--- src/rtl/byte_stream_arbiter.sv ---
// Round-robin arbiter that merges NREQ byte streams onto one registered output channel.
// A requester keeps the channel from its first byte until its last byte is accepted.
module byte_stream_arbiter #(
  parameter int NREQ = 4,
  parameter int DW   = 8
) (
  input  logic                      clk,
  input  logic                      reset,
  input  logic [NREQ-1:0]           req_valid,
  input  logic [NREQ*DW-1:0]        req_data,
  input  logic [NREQ-1:0]           req_last,
  output logic [NREQ-1:0]           req_ready,
  output logic [DW-1:0]             data_out,
  output logic                      valid,
  output logic                      last_out,
  input  logic                      out_ready,
  output logic [$clog2(NREQ)-1:0]   grant_id,
  output logic                      busy
);

  localparam int IW = $clog2(NREQ);

  typedef enum logic {IDLE = 1'b0, LOCK = 1'b1} state_t;

  state_t          state_q, state_d;
  logic [IW-1:0]   ptr_q, ptr_d;
  logic [IW-1:0]   gnt_q, gnt_d;
  logic [DW-1:0]   data_q, data_d;
  logic            last_q, last_d;
  logic            vld_q, vld_d;

  logic            sel_found;
  logic [IW-1:0]   sel_idx;
  logic [DW-1:0]   gnt_data;
  logic            slot_free;
  logic            in_xfer;

  // Search starts just after the last owner, so that owner gets lowest priority.
  always_comb begin
    sel_found = 1'b0;
    sel_idx   = '0;
    for (int k = 1; k <= NREQ; k++) begin
      if (!sel_found && req_valid[IW'((int'(ptr_q) + k) % NREQ)]) begin
        sel_found = 1'b1;
        sel_idx   = IW'((int'(ptr_q) + k) % NREQ);
      end
    end
  end

  always_comb begin
    gnt_data = '0;
    for (int k = 0; k < NREQ; k++) begin
      if (gnt_q == IW'(k)) gnt_data = req_data[k*DW +: DW];
    end
  end

  assign slot_free = ~vld_q | out_ready;
  assign in_xfer   = (state_q == LOCK) & slot_free & req_valid[gnt_q];

  always_comb begin
    req_ready = '0;
    if (state_q == LOCK && slot_free) req_ready[gnt_q] = 1'b1;
  end

  always_comb begin
    state_d = state_q;
    ptr_d   = ptr_q;
    gnt_d   = gnt_q;
    case (state_q)
      IDLE: begin
        if (sel_found) begin
          state_d = LOCK;
          gnt_d   = sel_idx;
        end
      end
      LOCK: begin
        if (in_xfer && req_last[gnt_q]) begin
          state_d = IDLE;
          ptr_d   = gnt_q;
        end
      end
      default: state_d = IDLE;
    endcase
  end

  // A new byte may replace the one leaving in the same cycle, keeping the stream bubble-free.
  always_comb begin
    data_d = data_q;
    last_d = last_q;
    vld_d  = vld_q;
    if (in_xfer) begin
      data_d = gnt_data;
      last_d = req_last[gnt_q];
      vld_d  = 1'b1;
    end else if (vld_q && out_ready) begin
      vld_d  = 1'b0;
    end
  end

  always_ff @(posedge clk or posedge reset) begin
    if (reset) begin
      state_q <= IDLE;
      ptr_q   <= IW'(NREQ - 1);
      gnt_q   <= '0;
      data_q  <= '0;
      last_q  <= 1'b0;
      vld_q   <= 1'b0;
    end else begin
      state_q <= state_d;
      ptr_q   <= ptr_d;
      gnt_q   <= gnt_d;
      data_q  <= data_d;
      last_q  <= last_d;
      vld_q   <= vld_d;
    end
  end

  assign data_out = data_q;
  assign valid    = vld_q;
  assign last_out = last_q;
  assign grant_id = gnt_q;
  assign busy     = (state_q == LOCK);

endmodule

--- config.mk ---
export PLATFORM = sky130hd
export DESIGN_NAME = byte_stream_arbiter
export DESIGN_NICKNAME = d
export VERILOG_FILES = /design/src/rtl/byte_stream_arbiter.sv
export SDC_FILE = /design/constraint.sdc
export NUM_CORES = 1
export LEC_CHECK = 0
export CAP_MARGIN = 20
export CORE_MARGIN = 8
export CORE_UTILIZATION = 33
export CTS_CLUSTER_SIZE = 25
export DETAILED_ROUTE_END_ITERATION = 10
export GPL_ROUTABILITY_DRIVEN = 0
export PLACE_DENSITY = 0.74
export SLEW_MARGIN = 20
export SYNTH_ARGS = -nofsm -noshare
export SYNTH_HDL_FRONTEND = slang
export SYNTH_SLANG_ARGS = --single-unit
--- constraint.sdc ---
create_clock -name clk -period 1.6 [get_ports clk]
set_input_delay 0.32 -clock clk [delete_from_list [all_inputs] [get_ports clk]]
set_output_delay 0.32 -clock clk [all_outputs]
set_load 0.005 [all_outputs]
; ---- Word-level counts from Yosys, hierarchy flattened
; Cells that the tools add are included.
[op_classes]
add_sub_neg = 4
order_cmp = 6
n_eq_ne = 3
mux = 36
n_bitwise = 5
reduce_logical = 14
[op_table]
columns = operator, count
row1 = two-way mux 8 bit, 4
row2 = two-way mux 1 bit, 19
row3 = less-than comparator 2 x 4 -> 1 bit (second input constant), 4
row4 = binary-select mux 1 bit (select 2 bit), 6
row5 = two-way mux 2 bit, 4
row6 = logical AND 1 bit, 7
row7 = adder 2 x 1 -> 2 bit (second input constant), 2
row8 = adder 2 bit (second input constant), 2
row9 = equality test 2 bit (second input constant), 2
row10 = two-way mux 4 bit, 1
row11 = AND reduction 2 bit, 2
row12 = logical NOT 1 bit, 3
row13 = less-than comparator 2 x 3 -> 1 bit (second input constant), 1
row14 = bitwise AND 1 bit, 2
row15 = demux 1 bit (select 2 bit), 1
row16 = equality test 2 x 1 -> 1 bit (second input constant), 1
row17 = greater-or-equal comparator 2 x 1 -> 1 bit (second input constant), 1
row18 = logical NOT 2 bit, 1
row19 = inverter 1 bit, 2
row20 = one-hot mux 1 bit (2 select lines), 1
row21 = nonzero test 2 bit, 1
row22 = OR 1 bit, 1
[totals]
register_bits = 15
in_bits = 43
output_inout_bits = 17

; ---- Logic depth before layout (Yosys ltp)
[logic_depth]
word_depth = 16
ltp_mapped = 5
ltp_nobuf = 3

; ---- Worst setup path before layout
; OpenSTA, ideal clock, no wires.
[synth_timing]
path_kind = register -> register
start = register gnt_q[0], in the netlist grant_id[0]
end = register data_q[0], in the netlist data_out[0]
arrival_ps = 1513
path_slack_ps = -38
stages_incl_launch_ff = 5
period_less_slack_ps = 1638
path_cell_list = dfrtp_1 buf_6 mux4_2 nand3_4 mux2_2
[synth_via]
elab_chain_cells = 5
word_cells_on_any_way = 11
classes_between = eq/ne: 3 / mux: 6 / bitwise: 1 / reduce/logical: 1
[synth_lines]
columns = item, line
row1 = start: declaration, 27  ; logic [IW-1:0] gnt_q, gnt_d;
row2 = start signal: assignment, 111  ; gnt_q <= gnt_d;
row3 = logical NOT 2 bit, 53  ; if (gnt_q == IW'(k)) gnt_data = req_data[k*DW +: DW];
row4 = two-way mux 8 bit (4 in series), 53
row5 = end signal: assignment, 112  ; data_q <= data_d;
row6 = end: declaration, 28  ; logic [DW-1:0] data_q, data_d;
; Parallel ways exist; a longest one is shown, timed or not. The select of a mux whose other input is x is not followed.
; A chain may end at the register's enable or synchronous reset.

; ---- Worst setup path after layout
[layout_timing]
start = register gnt_q[0], in the netlist grant_id[0]
end = register data_q[7], in the netlist data_out[7]
; The elaborated chain is that of the path after synthesis.

==> flow_summary.toml <==
[status]
status = "finished with violations"
violations = "setup timing"

[global_routing]
grt_max_degree = 16
grt_pass1_vias = 1103
grt_usage = 0.1279
antenna_found_initial = 0
gr-total-overflow = 0
grt_pass1_wl_um = 5181

[clocking]
cts.sinks = 15
tritoncts = "yes"
clk_pin_slew_ns = 0.09
root_buffer = "clkbuf_4"
clk_latency_ns = 0.29
hold_buffers = 0
numCtsBuffers = 3
h-tree-depth = 1
cts_buffer_depth = 2

[worst_setup_path]
crit_chain = "mux4_2 -> nand3_2 -> mux2_2"
crit_path_start = "grant_id[0]$_DFFE_PP0P_"
cp_num_buf_inv = 0
rr_endpoint = "data_out[7]$_DFFE_PP0P_"
arrival_ns = 1.82
critical_path_depth = 3
required_ns = 1.78
path_max_fanout = 4
critical-path-max-stage-delay_ns = 0.61
start_kind = "register"
critPathCaptureType = "register"
reg2reg_from = "grant_id[0]$_DFFE_PP0P_"
regToRegSetupSlack_ns = -0.04
worst_r2r_path_depth = 3
path_class = "register to register"
crit_end = "data_out[7]$_DFFE_PP0P_"
critPathTopFamily = "multiplexers"
crit_slowest_cell = "mux4_2"

[cells_and_area]
nFillCells = 238
final_core_util = 0.6419
layoutNonFillerInstCount = 182
syn2layout_area_growth_pct = 83.42
diodes = 0
nets = 195
drive_above_1_share = 0.3775

[job]
max_cap_viol_count = 0

[synth]
yosysWarnings = 0
synthCells = 72
post-synth-top-area-cell = "dfrtp_1"
synth_edf_count = 0
synth.distinct_cells = 26
synth_top_family_by_area = "multiplexers"
synth-seq-cells = 15
synth.most_common_cell = "dfrtp_1"
synth_area_leaders = "dfrtp_1 (33%), mux4_1 (19%), mux2_2 (12%)"
synth.top_cell.area_share = 0.3342
yosys_most_used_dff = "dfrtp_1"
synthMuxAreaShare = 0.3740
ys_async_sr_fraction = 1.000
ys_seq_area_frac = 0.3882
syn_nets = 115
avgSynthCellArea_um2 = 13.52
synth-adder-area-share = 0
synthTopCellsByCount = "dfrtp_1 (13), mux2_2 (10), mux4_1 (7), nor2_1 (7)"
synth_compound_area_frac = 0.06170
synth_xor_area_frac = 0
synth_area_um2 = 973.4
synth-simple-area-share = 0.1311

[timing]
tightest_slew_ns = 0.5771
fmax_ghz = 0.6087
slew_viol_final = 0
slew_headroom = 0.6148
hold_violations = 0
rsz0062_at_grt = "yes"
setup_violations = 9
post-route-min-period_ns = 1.643
post-route-period-util = 1.027
setup_ws_ns = -0.04274
fin_worst_skew_ns = 0.002250

[floorplanning]
core_um2 = 2781
rows = 19
dieArea_um2 = 4944
die_h_um = 70.31
start_util = 0.3500
die_w_um = 70.31
ios = 60

[place]
placed_cells_incl_taps = 172
portBuffers = 59
dpl.hpwl_um = 2548

[pwr]
p_sw_frac = 0.3444
ir_worst_vdd_uv = 1154
comb_power_share = 0.668
total_power_mw = 2.920
seq_power_share = 0.255
power_density_nw_per_um2 = 1636
leakage_nw = 0.7830
p_int_mw = 1.915
power_frac_clock = 0.077
p_sw_mw = 1.006

[route]
drtPass1Iterations = 4
vias = 954
first_iter_violations = 20
detail-route-antenna-nets = 0
postRouteWirelength_um = 3279
drc = 0
detail_route.wl_per_cell_um = 18.02
vias_per_cell = 5.242

[hold_path]
hold_path_class = "input port to asynchronous set/reset pin"
[kinds of logic (layout without fill, tap and decap cells)]
logic type             after synthesis  count (layout)
AOI/OAI and AO/OA                    8               8
DFF                                 15              15
and+or+nand+nor                     22              23
buffers and inverters                7              85
muxes                               20              20
[sequential cells by signal, indices dropped and copies added, names as in the netlist]
signal	flops
busy	1
ptr_q	2
data_out	8
valid	1
last_out	1
grant_id	2
[layer usage]
metal | GRT usage | vias up | routed length, um
li1 | - | 440 | -
met1 | 0.1284 | 464 | 1283
met2 | 0.2304 | 43 | 1676
met3 | 0.04802 | 7 | 250
met4 | 0.05134 | 0 | 70
met5 | 0 | - | 0
[power by group through the flow]
stage	combinational [mW]	clock (mW)	sequential, mW
6_report	1.95	0.224	0.745
5_1_grt	2.10	0.248	0.776
4_1_cts	1.82	0.229	0.737
3_5_place_dp	1.69	0	0.760
3_3_place_gp	1.64	0	0.749
2_1_floorplan	0.890	0	0.729
[worst register-to-register path, cell delays in order (launching register included)]
cell and delay, ns:
dfrtp_2 0.42, mux4_2 0.62, nand3_2 0.16, mux2_2 0.35
[repair_timing]
action | 4_1_cts | 5_1_grt
setup buffers | 5 | 0
gates cloned | 0 | 1
gates resized for setup | 29 | 14
endpoints found under the setup margin | 18 | 15
endpoints found under the hold margin | 0 | 0
pin swaps | 6 | 3
[cell type report]
cell class                 count  area (um^2)  share of cell area
timing repair buffer          78        721.9              0.4043
multi-input combinational     51        604.3              0.3385
sequential                    15        380.4              0.2130
tap                           31        38.79             0.02172
clock buffer                   4        26.28             0.01472
inverter                       3        13.76            0.007708
[worst min path at each step]
stage / endpoint / depth (start not counted)
after global routing: data_out[4]$_DFFE_PP0P_ / 2
after floorplan: busy$_DFF_PP0_ / 1
after detailed placement: data_out[2]$_DFFE_PP0P_ / 1
final: data_out[6]$_DFFE_PP0P_ / 2
after global placement: last_out$_DFFE_PP0P_ / 1
after CTS: data_out[6]$_DFFE_PP0P_ / 2
[cell usage in the layout (no fill, tap or decap), types with 3 or more instances in the layout]
cell,netlist,routed
mux4_1,7,3
dfrtp_1,13,11
dlygate4sd2_1,0,3
mux4_2,3,7
mux2_4,0,5
clkbuf_4,0,3
buf_2,0,4
mux2_2,10,5
buf_4,0,17
nor2_1,7,7
clkdlybuf4s50_1,0,50
[through the flow]
step           hold WS, ns  worst slack, ns  cell area [um^2]  TNS, ns
6_report            0.3819         -0.04274              1785  -0.2097
4_1_cts             0.4080         -0.07060              1747  -0.5225
5_1_grt             0.4483         -0.06728              1785  -0.5342
3_5_place_dp        0.4961          -0.4115              1675   -5.573
2_1_floorplan       0.2200         -0.03761             973.4  -0.3008
3_3_place_gp        0.4731          -0.3449              1675   -4.978
Power figures use the tool's default switching activity.
